===== src/rtl/bomb_pkg.sv =====
// Shared types and constants for the bomb game sequencer and its strike counter.
package bomb_pkg;

  typedef enum logic [2:0] {
    ST_IDLE,
    ST_SEED,
    ST_ARMED,
    ST_EXPLODED,
    ST_DEFUSED
  } state_t;

  localparam logic [1:0] VERSION_A = 2'd0;
  localparam logic [1:0] VERSION_B = 2'd1;
  localparam logic [1:0] VERSION_C = 2'd2;
  localparam logic [1:0] VERSION_D = 2'd3;

  localparam int STRIKE_W = 3;

endpackage


===== src/rtl/bomb_sequencer_if.sv =====
// Bus between the sequencer and the puzzle modules: RNG handshake, strikes, defuse, enables, versions.
interface bomb_sequencer_if #(
  parameter int NUM_MODULES = 4
);
  logic                     rng_enable;
  logic [3:0]               rng_output;
  logic [NUM_MODULES-1:0]   strike_in;
  logic [NUM_MODULES-1:0]   defused_in;
  logic                     module_reset;
  logic [NUM_MODULES-1:0]   module_enable;
  logic [2*NUM_MODULES-1:0] version_out;

  modport master (
    output rng_enable, module_reset, module_enable, version_out,
    input  rng_output, strike_in, defused_in
  );

  modport slave (
    input  rng_enable, module_reset, module_enable, version_out,
    output rng_output, strike_in, defused_in
  );
endinterface


===== src/rtl/strike_counter.sv =====
// Rising-edge strike detector with popcount and saturating accumulator.
module strike_counter
  import bomb_pkg::*;
#(
  parameter int NUM_MODULES = 4,
  parameter int MAX_STRIKES = 3
) (
  input  logic                   clock_65mhz,
  input  logic                   reset_n,
  input  logic [NUM_MODULES-1:0] strike_in,
  input  logic                   count_enable,
  input  logic                   clear,
  output logic [STRIKE_W-1:0]    count_next,
  output logic [STRIKE_W-1:0]    count
);

  logic [NUM_MODULES-1:0] strike_prev;
  logic [NUM_MODULES-1:0] strike_rise;
  logic [3:0]             events;
  logic [3:0]             total;

  assign strike_rise = strike_in & ~strike_prev;

  always_comb begin
    events = '0;
    for (int i = 0; i < NUM_MODULES; i++) begin
      events = events + {3'b000, strike_rise[i]};
    end
    total      = {1'b0, count} + events;
    count_next = count;
    if (clear) begin
      count_next = '0;
    end else if (count_enable) begin
      count_next = (total >= 4'(MAX_STRIKES)) ? STRIKE_W'(MAX_STRIKES) : total[STRIKE_W-1:0];
    end
  end

  // Edge history runs in every state so a strike held across arming is not counted.
  always_ff @(posedge clock_65mhz) begin
    if (!reset_n) begin
      strike_prev <= '0;
      count       <= '0;
    end else begin
      strike_prev <= strike_in;
      count       <= count_next;
    end
  end

endmodule


===== src/rtl/bomb_sequencer.sv =====
// Game sequencer: seeds module versions from the RNG, arms the modules, runs the countdown
// and strike total, and reports exploded or defused.
//   state       | meaning
//   ST_IDLE     | modules held in reset, waiting for start
//   ST_SEED     | two cycles per module: RNG request, then version latch
//   ST_ARMED    | modules enabled, countdown and strikes live
//   ST_EXPLODED | strike limit or timeout reached, values frozen
//   ST_DEFUSED  | every module defused, values frozen
module bomb_sequencer
  import bomb_pkg::*;
#(
  parameter int NUM_MODULES   = 4,
  parameter int MAX_STRIKES   = 3,
  parameter int START_SECONDS = 300,
  parameter int TIMER_W       = 9
) (
  input  logic                clock_65mhz,
  input  logic                reset_n,
  input  logic                start,
  input  logic                one_hz_enable,
  bomb_sequencer_if.master    bus,
  output logic [TIMER_W-1:0]  seconds_left,
  output logic [STRIKE_W-1:0] strike_count,
  output logic                armed,
  output logic                exploded,
  output logic                defused
);

  localparam logic [2:0] LAST_IDX = 3'(NUM_MODULES - 1);

  state_t                   state, state_nxt;
  logic [2:0]               seed_idx, seed_idx_nxt;
  logic                     seed_odd, seed_odd_nxt;
  logic [2*NUM_MODULES-1:0] version_q, version_nxt;
  logic [TIMER_W-1:0]       seconds_nxt;
  logic [STRIKE_W-1:0]      strikes_next;
  logic                     count_enable;
  logic                     count_clear;
  logic                     unused_rng_bits;

  assign unused_rng_bits = ^bus.rng_output[3:2];

  assign count_enable = (state == ST_ARMED);
  assign count_clear  = start && (state inside {ST_IDLE, ST_EXPLODED, ST_DEFUSED});

  strike_counter #(
    .NUM_MODULES (NUM_MODULES),
    .MAX_STRIKES (MAX_STRIKES)
  ) u_strike_counter (
    .clock_65mhz  (clock_65mhz),
    .reset_n      (reset_n),
    .strike_in    (bus.strike_in),
    .count_enable (count_enable),
    .clear        (count_clear),
    .count_next   (strikes_next),
    .count        (strike_count)
  );

  always_ff @(posedge clock_65mhz) begin
    if (!reset_n) begin
      state        <= ST_IDLE;
      seed_idx     <= '0;
      seed_odd     <= 1'b0;
      version_q    <= {NUM_MODULES{VERSION_A}};
      seconds_left <= TIMER_W'(START_SECONDS);
    end else begin
      state        <= state_nxt;
      seed_idx     <= seed_idx_nxt;
      seed_odd     <= seed_odd_nxt;
      version_q    <= version_nxt;
      seconds_left <= seconds_nxt;
    end
  end

  always_comb begin
    state_nxt    = state;
    seed_idx_nxt = seed_idx;
    seed_odd_nxt = seed_odd;
    version_nxt  = version_q;
    seconds_nxt  = seconds_left;
    unique case (state)
      ST_IDLE, ST_EXPLODED, ST_DEFUSED: begin
        if (start) begin
          state_nxt    = ST_SEED;
          seed_idx_nxt = '0;
          seed_odd_nxt = 1'b0;
        end
      end
      ST_SEED: begin
        seed_odd_nxt = ~seed_odd;
        if (seed_odd) begin
          for (int i = 0; i < NUM_MODULES; i++) begin
            if (seed_idx == 3'(i)) version_nxt[2*i +: 2] = bus.rng_output[1:0];
          end
          if (seed_idx == LAST_IDX) begin
            state_nxt   = ST_ARMED;
            seconds_nxt = TIMER_W'(START_SECONDS);
          end else begin
            seed_idx_nxt = seed_idx + 3'd1;
          end
        end
      end
      ST_ARMED: begin
        if (one_hz_enable && seconds_left != '0) seconds_nxt = seconds_left - TIMER_W'(1);
        // Explosion takes priority over a simultaneous defuse.
        if (strikes_next == STRIKE_W'(MAX_STRIKES) || seconds_nxt == '0) begin
          state_nxt = ST_EXPLODED;
        end else if (&bus.defused_in) begin
          state_nxt = ST_DEFUSED;
        end
      end
      default: state_nxt = ST_IDLE;
    endcase
  end

  assign bus.rng_enable    = (state == ST_SEED) && !seed_odd;
  assign bus.module_reset  = (state == ST_IDLE) || (state == ST_SEED);
  assign bus.module_enable = {NUM_MODULES{state == ST_ARMED}};
  assign bus.version_out   = version_q;
  assign armed             = (state == ST_ARMED);
  assign exploded          = (state == ST_EXPLODED);
  assign defused           = (state == ST_DEFUSED);

endmodule


===== src/flat_wrapper.sv =====
// flat-port wrapper written by rule: the top's interface ports become plain ports
module bomb_sequencer_flat import bomb_pkg::*;
#(
  parameter int NUM_MODULES   = 4,
  parameter int MAX_STRIKES   = 3,
  parameter int START_SECONDS = 300,
  parameter int TIMER_W       = 9
)
  (clock_65mhz, reset_n, start, one_hz_enable, seconds_left, strike_count, armed, exploded, defused, bus_rng_enable, bus_module_reset, bus_module_enable, bus_version_out, bus_rng_output, bus_strike_in, bus_defused_in);
  bomb_sequencer_if #(.NUM_MODULES(NUM_MODULES)) bus_i ();
  input  logic clock_65mhz;
  input  logic reset_n;
  input  logic start;
  input  logic one_hz_enable;
  output logic [TIMER_W-1:0] seconds_left;
  output logic [STRIKE_W-1:0] strike_count;
  output logic armed;
  output logic exploded;
  output logic defused;
  output wire logic [$bits(bus_i.rng_enable)-1:0] bus_rng_enable;
  output wire logic [$bits(bus_i.module_reset)-1:0] bus_module_reset;
  output wire logic [$bits(bus_i.module_enable)-1:0] bus_module_enable;
  output wire logic [$bits(bus_i.version_out)-1:0] bus_version_out;
  input wire logic [$bits(bus_i.rng_output)-1:0] bus_rng_output;
  input wire logic [$bits(bus_i.strike_in)-1:0] bus_strike_in;
  input wire logic [$bits(bus_i.defused_in)-1:0] bus_defused_in;
  assign bus_rng_enable = bus_i.rng_enable;
  assign bus_module_reset = bus_i.module_reset;
  assign bus_module_enable = bus_i.module_enable;
  assign bus_version_out = bus_i.version_out;
  assign bus_i.rng_output = bus_rng_output;
  assign bus_i.strike_in = bus_strike_in;
  assign bus_i.defused_in = bus_defused_in;
  bomb_sequencer #(.NUM_MODULES(NUM_MODULES), .MAX_STRIKES(MAX_STRIKES), .START_SECONDS(START_SECONDS), .TIMER_W(TIMER_W)) u_core (.clock_65mhz(clock_65mhz), .reset_n(reset_n), .start(start), .one_hz_enable(one_hz_enable), .bus(bus_i), .seconds_left(seconds_left), .strike_count(strike_count), .armed(armed), .exploded(exploded), .defused(defused));
endmodule

===== config.mk =====
export PLATFORM = sky130hd
export DESIGN_NAME = bomb_sequencer_flat
export DESIGN_NICKNAME = d
export VERILOG_FILES = /design/src/rtl/bomb_pkg.sv /design/src/rtl/bomb_sequencer_if.sv /design/src/rtl/strike_counter.sv /design/src/rtl/bomb_sequencer.sv /design/src/flat_wrapper.sv
export SDC_FILE = /design/constraint.sdc
export NUM_CORES = 1
export LEC_CHECK = 0
export CAP_MARGIN = 20
export CORE_MARGIN = 2
export CORE_UTILIZATION = 35
export CTS_CLUSTER_DIAMETER = 60
export DETAILED_ROUTE_END_ITERATION = 16
export GPL_TIMING_DRIVEN = 0
export PLACE_DENSITY = 0.72
export SLEW_MARGIN = 30
export SYNTH_ARGS = -nofsm -noshare
export SYNTH_HDL_FRONTEND = slang
export SYNTH_SLANG_ARGS = --single-unit

===== constraint.sdc =====
create_clock -name clock_65mhz -period 2.9 [get_ports clock_65mhz]
set_input_delay 0.58 -clock clock_65mhz [delete_from_list [all_inputs] [get_ports clock_65mhz]]
set_output_delay 0.58 -clock clock_65mhz [all_outputs]
set_load 0.1 [all_outputs]

* After elaboration in Yosys (flattened, before gate mapping)
Index checks and enable logic that the tools add are counted.
Operators by class: $add $sub $neg 6, $lt $le $gt $ge 1, equality and inequality tests 13, mux-type cells 20, bitwise operators 3, reduce and logical (&&, ||, !) cells 23
Operators with widths (number):
- $mux W9 | 4
- $mux W3 | 11
- $pmux W9 S2 | 1
- $eq A3 B2 Y1 const B | 5
- $reduce_and A3 Y1 | 5
- $reduce_and A4 Y1 | 3
- $logic_not A9 Y1 | 1
- $pmux W3 S3 | 1
- $reduce_bool A9 Y1 | 1
- $sub A9 B1 Y9 const B | 1
- $eq A3 B1 Y1 const B | 2
- $logic_not A3 Y1 | 2
- $pmux W3 S2 | 1
- $add A3 B1 Y4 | 1
- $add A3 B4 Y4 | 1
- $and A4 B4 Y4 | 1
- $ge A4 B2 Y1 const B | 1
- $ne A2 B1 Y1 const B | 2
- $ne A2 B2 Y1 const B | 2
- $not A4 Y4 | 1
- $reduce_bool A2 Y1 | 2
- $add A2 B1 Y3 | 1
- $add A3 B1 Y3 const B | 1
- $eq A3 B3 Y1 const B | 1
- 11 further kinds | 14
Word-level totals: register bits 31, input port bits 16, output and inout bits 29, word-level logic and storage cells 76

* Logic depth before layout (Yosys ltp)
Gate-level depths: netlist of the first run.
depth in word-level cells 14, gate-level depth with buffers 11, gate-level depth less buffers 11

* Modules after synthesis
Synthesis of the first run repeated with hierarchy kept, for this count alone.
Second synthesis, totals: cell total of the unflattened synthesis 225, area total of the unflattened synthesis 1909.3 sq um
Modules (own cells, without submodules):
- bomb_sequencer | times used 1, cells each 187, area an instance 1527.7 sq um, seq. area each 480.5 sq um
- strike_counter | times used 1, cells each 38, area an instance 381.6 sq um, seq. area each 140.1 sq um

* Worst setup path after synthesis of the first run
OpenSTA, ideal clock, no wires.
path type register to register, start point reg u_core.u_strike_counter.count[0], end point reg u_core.state[2], setup time 0.061 ns, arrival time 3.249 ns, required time 2.839 ns, slack -0.409 ns, cell stages (with the launch flop) 10, buffers on the path 0, clock period less this slack 3.309 ns, cells stage by stage dfxtp_1 > inv_1 > fa_1 > fa_1 > inv_1 > fa_1 > and2_1 > o221a_2 > a211oi_2 > o221a_1
On the way: cells in the longest elaborated chain, start to end 9, elaborated cells between the ends (all ways) 11, those cells by class add/sub (1); order compare (1); eq/ne (2); mux (5); reduce/logical (2)
Ends and longest elaborated chain:
- start, declared | RTL line strike_counter.sv:14 | output logic [STRIKE_W-1:0] count
- start signal, assigned | RTL line strike_counter.sv:45 | count <= count_next;
- $add A3 B4 Y4 | RTL line strike_counter.sv:29 | total = {1'b0, count} + events;
- $ge A4 B2 Y1 | RTL line strike_counter.sv:34 | count_next = (total >= 4'(MAX_STRIKES)) ? STRIKE_W'(MAX_STRIKES) : total[STRIKE_W-1:0];
- $mux W3 | RTL line strike_counter.sv:34
- $mux W3 (*) | RTL line strike_counter.sv:33 | end else if (count_enable) begin
- $mux W3 (*) | RTL line strike_counter.sv:31 | if (clear) begin
- $eq A3 B2 Y1 (*) | RTL line bomb_sequencer.sv:106 | if (strikes_next == STRIKE_W'(MAX_STRIKES) || seconds_nxt == '0) begin
- $logic_or A1 B1 Y1 (*) | RTL line bomb_sequencer.sv:106
- $ne A3 B1 Y1 (no line) / $mux W3 (equally long branches)
- $reduce_and A4 Y1 (no line) / $pmux W3 S3 (equally long branches)
- end signal, assigned | RTL line bomb_sequencer.sv:67 | state <= state_nxt;
- end, declared | RTL line bomb_sequencer.sv:31 | state_t state, state_nxt;
Mark *: on every way between the ends. The rest lies on a longest branch, timed or not. A chain may end at the register's enable or synchronous reset.

* Final worst setup path of the first run
start point reg u_core.state[2], end point out armed
On the way: cells in the longest elaborated chain, start to end 1
Ends and longest elaborated chain:
- $eq A3 B2 Y1 | RTL line bomb_sequencer.sv:120 | assign armed = (state == ST_ARMED);
- end, declared | RTL line flat_wrapper.sv:17 | output logic armed;
Every way passes these cells.

==> out/qor.csv, run 1 <==
stage,metric,value,unit
routing,wire length per cell,12.5,um
placement,GP Congestion,0.886,
clocking,# clock sinks,31,
logic_synthesis,Seq cells post-synth,31,
logic_synthesis,syn nets,261,
grt,vias in the first global route,1700,
sta,clk_skew,5.71,ps
logic_synthesis,Mapped Avg Cell Area,7.97,um2
sta,fin. max-slew vios,0,
sta,unrepaired setup endpoints after global routing,no,
sta,Worst Tran Pin Value,989,ps
sta,setup TNS,0,ps
setup_path,Crit path required time,2320,ps
placement,dpl ws,-525,ps
sta,relative slew slack,33.9,%
floorplan,Initial Utilization,36.4,%
power,power density cells,411,mW/mm2
clocking,CTS buffer count,5,
routing,drt first-iter violations,108,
floorplan,I/O Pins,45,
setup_path,crit path kind,register to output port,
sta,Hold Worst Slack,462,ps
logic_synthesis,number of synthesized flops with an enable pin,0,
cells_and_area,n_diodes,0,
logic_synthesis,Async SR Flop Fraction,0,%
routing,Final ANT Viol Nets,0,
routing,final wirelength,4420,um
logic_synthesis,Yosys cell types,47,
floorplan,Die H,77.1,um
sta,Fmax,0.360,GHz
grt,largest net degree at the start of global routing,15,
logic_synthesis,"Seq/Total Area, Yosys",33.2,%
sta,final hold violation count,0,
power,leakage,1.03,nW
floorplan,# rows,26,
setup_path,Worst Path Max Fanout,14,
placement,IO buf count,40,
clocking,CTS H-tree lvls,2,
cells_and_area,highest-count cells in the layout ignoring fill and taps,"30 x nand2_1, 30 x clkdlybuf4s50_1, 30 x dfxtp_1",
sta,Final setup violation count,0,
clocking,CTS Hold Bufs,0,
sta,final setup margin,123,ps
setup_path,endpoint class of the critical path,output port,
sta,Tmin final,2780,ps
sta,fin crit share,95.8,%
floorplan,Core Box Area,0.00514,mm2
cells_and_area,Area Growth Syn to Fin,33.6,%
routing,vias,1805,
cells_and_area,nets@finish,310,
placement,hpwl dp,3280,um
cells_and_area,layout cells sized above 1,13.0,%
logic_synthesis,Synth Warn #,0,
grt,total track usage,15.7,%
grt,Overflow after GRT,0,
power,total power,1.03,mW
logic_synthesis,Post-Synthesis Cells,235,
setup_path,crit start category,register,
clocking,clk_lat worst skew,280,ps
routing,drt pass-1 iters,7,
flow_run,Max-Cap Viols,0,
grt,initial antenna violation count,0,
power,Peak VDD IR,236,uV
run_status,status,completed,
routing,vias per cell,5.08,
setup_path,WP data arrival,2200,ps
logic_synthesis,"Primary FF master, synth",dfxtp_1,
clocking,CTS tree,built,
clocking,clock root cell,clkbuf_8,
floorplan,Die ar.,0.00595,mm2
clocking,clock slew at reported path FFs,70,ps
hold_path,HP Class,register to register,
logic_synthesis,Synth Cell Area,0.00187,mm2
routing,detailed-route DRC error count,0,
floorplan,DIE WIDTH,77.1,um
clocking,Longest Clk Path Bufs,2,
grt,first-pass GRT wire length,7610,um
## path summary, 6_finish.rpt
check | from | endpoint | slack (ps) | cells after the start
max reg2reg | u_core.u_strike_counter.strike_prev[0] | u_core.state[2] | 280 | 9
max | u_core.state[2] | armed | 120 | 4
min reg2reg | u_core.bus.version_out[2] | u_core.bus.version_out[2] | 460 | 2
min | u_core.bus.version_out[2] | u_core.bus.version_out[2] | 460 | 2
## cell usage after synthesis (2+ instances only)
library cell,instances,area (um2)
dfxtp_1,31,621
nand2_1,30,113
nor2_1,21,78.8
inv_1,14,52.6
o21ai_0,13,65.1
a21oi_1,12,60.1
nand3_1,9,45.0
and2_1,8,50.1
clkbuf_1,8,30.0
ha_1,7,87.6
nor2b_1,7,43.8
a21boi_0,6,45.0
nor3_1,6,30.0
a31oi_1,4,25.0
buf_4,4,30.0
mux2i_1,4,40.0
nand2b_1,4,25.0
fa_1,3,60.1
nand4_1,3,18.8
o31ai_1,3,22.5
or3b_2,3,26.3
a211oi_2,2,25.0
and3_1,2,12.5
buf_2,2,10.0
nand4bb_1,2,22.5
nor3b_1,2,15.0
o211ai_1,2,15.0
o21a_1,2,15.0
o22ai_1,2,12.5
o311ai_0,2,17.5
## logic make-up (layout without fill, tap and decap cells)
family	Yosys count	count (layout)	share of synthesized area, %
buf+inv	30	80	7.42
flops	31	31	33.2
mux	4	4	2.14
compound gates	56	56	20.7
simple gates	104	104	28.7
fa+ha+maj	10	10	7.89
## flip-flops by register name, summed over array words and instances, names as in the netlist
register and cells:
u_core.u_strike_counter.strike_prev 4, u_core.seed_idx 3, u_core.bus.version_out 8, u_core.seed_odd 1
u_core.u_strike_counter.count 3, u_core.state 3, u_core.seconds_left 9
## stage by stage
stage | utilization (%) | cells | area (um2)
detailed placement | 46.0 | 345 | 2360
global placement | 46.0 | 345 | 2360
finish | 48.6 | 355 | 2500
CTS | 49.0 | 355 | 2520
global route | 48.6 | 355 | 2500
floorplan | - | 235 | 1880
## cell type report
type,count,area (um2)
repair buffers,42,400
clock buffers,7,108
fillers,532,2640
multi-input cells,174,1130
inverters,14,52.6
flip-flops and latches,31,624
clock inverters,1,5.00
well taps,70,87.6
plain buffers,16,87.6
## per-layer routing
metal / vias up / part of all wire, % / GRT usage, % / routed length (um)
li1: 922 / - / - / -
met1: 826 / 45 / 19.1 / 2000
met2: 53 / 49 / 27.4 / 2190
met3: 4 / 4.1 / 3.41 / 182
met4: 0 / 1.3 / 5.36 / 56
met5: - / 0 / 0 / 0
## worst max-delay path, stage by stage (launching register included)
cell and delay [ps]:
dfxtp_1 380, or3b_2 530, inv_1 90, clkbuf_2 300, clkdlybuf4s15_2 610
## report_power, final
| group | total, mW | switching [mW] | leakage [nW] | internal (mW) |
|---|---|---|---|---|
| clock | 0.410 | 0.167 | 0.0594 | 0.243 |
| sequential | 0.443 | 0.00840 | 0.252 | 0.434 |
| combinational | 0.176 | 0.113 | 0.717 | 0.0627 |
## repair_timing
item / in CTS / in global routing
endpoints found under the setup margin: 9 / 7
pin swaps: 6 / 1
gates resized for setup: 25 / 10
setup buffers: 2 / 0
Power figures use the tool's default switching activity.
==> run 2: changes to the inputs <==
--- a/config.mk
+++ b/config.mk
@@ -5,7 +5,6 @@
 export SDC_FILE = /design/constraint.sdc
 export NUM_CORES = 1
 export LEC_CHECK = 0
-export CAP_MARGIN = 20
 export CORE_MARGIN = 2
 export CORE_UTILIZATION = 35
 export CTS_CLUSTER_DIAMETER = 60
==> constraint.sdc (replaced) <==
create_clock -name clock_65mhz -period 2.9 [get_ports clock_65mhz]
set_input_delay 0.725 -clock clock_65mhz [delete_from_list [all_inputs] [get_ports clock_65mhz]]
set_output_delay 0.725 -clock clock_65mhz [all_outputs]
set_load 0.1 [all_outputs]
==> run 2 against run 1 <==
  * Critical path depth rose by 6
  * Worst setup slack got worse by 59 ps
  * Clock skew is 4.4 ps higher
==> out/qor.csv, run 2 (synthesized netlist as in run 1, its figures left out) <==
stage,metric,value,unit
run_status,status,completed,
grt,first-pass GRT wire length,7570,um
routing,drt first-iter violations,96,
setup_path,most frequent CP cell,fa_1,
floorplan,DIE WIDTH,77.1,um
setup_path,WP data arrival,3080,ps
clocking,CTS buffer count,5,
setup_path,endpoint class of the critical path,register,
floorplan,Die H,77.1,um
setup_path,crit path kind,primary input to register,
flow_run,Max-Cap Viols,0,
sta,final hold violation count,0,
sta,unrepaired setup endpoints after global routing,yes,
grt,total track usage,15.8,%
routing,wire length per cell,12.9,um
sta,relative slew slack,34.2,%
sta,Tmin final,2840,ps
clocking,clock slew at reported path FFs,70,ps
placement,IO buf count,40,
sta,Worst Tran Pin Value,984,ps
setup_path,slowest CP cell,fa_1,
floorplan,Die ar.,0.00595,mm2
setup_path,Worst Path Max Fanout,2,
sta,fin. max-slew vios,0,
floorplan,Core Box Area,0.00514,mm2
sta,Fmax,0.353,GHz
routing,final wirelength,4560,um
floorplan,# rows,26,
power,Peak VDD IR,251,uV
grt,Overflow after GRT,0,
setup_path,Crit path required time,3140,ps
sta,clk_skew,10.1,ps
setup_path,crit start category,primary input,
routing,Final ANT Viol Nets,0,
sta,setup TNS,0,ps
floorplan,Initial Utilization,36.4,%
cells_and_area,n_diodes,0,
placement,GP Congestion,0.869,
hold_path,HP Class,register to register,
clocking,CTS tree,built,
clocking,clk_lat worst skew,290,ps
clocking,CTS H-tree lvls,2,
cells_and_area,Largest Register,u_core.seconds_left,
grt,initial antenna violation count,0,
grt,vias in the first global route,1673,
setup_path,peak per-stage delay on the critical path,430,ps
cells_and_area,Post-Route Utilization,47.9,%
setup_path,Worst Path Buf+Inv,2,
sta,fin crit share,97.8,%
routing,vias per cell,5.09,
routing,vias,1798,
setup_path,crit-path cells,dlygate4sd2_1 -> nand2b_1 -> fa_1 -> fa_2 -> inv_2 -> fa_1 -> and2_4 -> o221a_4 -> a211oi_2 -> o221a_1,
grt,largest net degree at the start of global routing,15,
power,leakage,0.979,nW
power,power density cells,394,mW/mm2
cells_and_area,nets@finish,309,
sta,Final setup violation count,0,
routing,drt pass-1 iters,4,
clocking,# clock sinks,31,
cells_and_area,layout cells sized above 1,13.4,%
setup_path,R2R Setup Slk,340,ps
cells_and_area,Area Growth Syn to Fin,31.6,%
setup_path,"delay-heaviest family, CP",adder cells,
placement,hpwl dp,3370,um
cells_and_area,Largest register FFs,9,
clocking,Longest Clk Path Bufs,2,
floorplan,I/O Pins,45,
routing,detailed-route DRC error count,0,
clocking,clock root cell,clkbuf_8,
cells_and_area,highest-count cells in the layout ignoring fill and taps,"30 x nand2_1, 30 x clkdlybuf4s50_1, 30 x dfxtp_1",
==> run 2: changes by cell type in the layout (fill, tap and decap cells not counted), moves of 2 or more <==
cell and delta:
clkdlybuf4s15_1 +2, clkbuf_4 +3, clkdlybuf4s15_2 -2, buf_2 -2
dlymetal6s2s_1 -2
==> run 2: per-stage QoR <==
step / area, um2 / std cells / power, mW / hold WS [ps] / worst slack [ps]
after floorplan: 1880 / 235 / 0.576 / 503 / -30.8
after global placement: 2370 / 345 / 0.624 / 457 / -601
after detailed placement: 2370 / 345 / 0.626 / 457 / -646
after CTS: 2460 / 353 / 0.981 / 466 / 7.92
after global routing: 2460 / 353 / 1.01 / 497 / -21.2
final: 2460 / 353 / 0.970 / 461 / 63.4
==> run 2: where the power goes <==
part / internal (mW) / switching, mW
sequential: 0.434 / 0.00883
combinational: 0.0640 / 0.114
clock: 0.186 / 0.162
==> run 2: layout make-up <==
class / count / area (um2)
Buffer: 16 / 87.6
Inverter: 14 / 52.6
Sequential cell: 31 / 624
Clock buffer: 6 / 82.6
Multi-Input combinational cell: 174 / 1140
Tap cell: 70 / 87.6
Fill cell: 550 / 2680
Timing Repair Buffer: 41 / 385
Clock inverter: 1 / 5.00
==> run 2: repair_timing <==
item,4_1_cts,5_1_grt
resized for setup,35,8
hold buffers,0,0
pin swaps,6,2
setup buffers,1,0
endpoints found under the setup margin,11,9
cloned,0,0
==> run 2: tightest hold or removal path, stage by stage, from the launching register on <==
cell	delay, ps
dfxtp_1	310
nand2_1	50
a21boi_0	60
==> run 2: worst paths after layout <==
| check | end | cells past startpoint | from |
|---|---|---|---|
| setup / recovery | u_core.state[2] | 10 | bus_strike_in[2] |
| hold / removal | u_core.bus.version_out[2] | 2 | u_core.bus.version_out[2] |
| setup reg to reg | u_core.state[2] | 9 | u_core.u_strike_counter.count[0] |
| hold reg to reg | u_core.bus.version_out[2] | 2 | u_core.bus.version_out[2] |
==> run 2: layer usage <==
layer | share of wire [%] | GRT usage (%)
met4 | 1.5 | 6.61
met3 | 5.0 | 3.53
met5 | 0 | 0
met2 | 50 | 27.1
met1 | 44 | 19.1
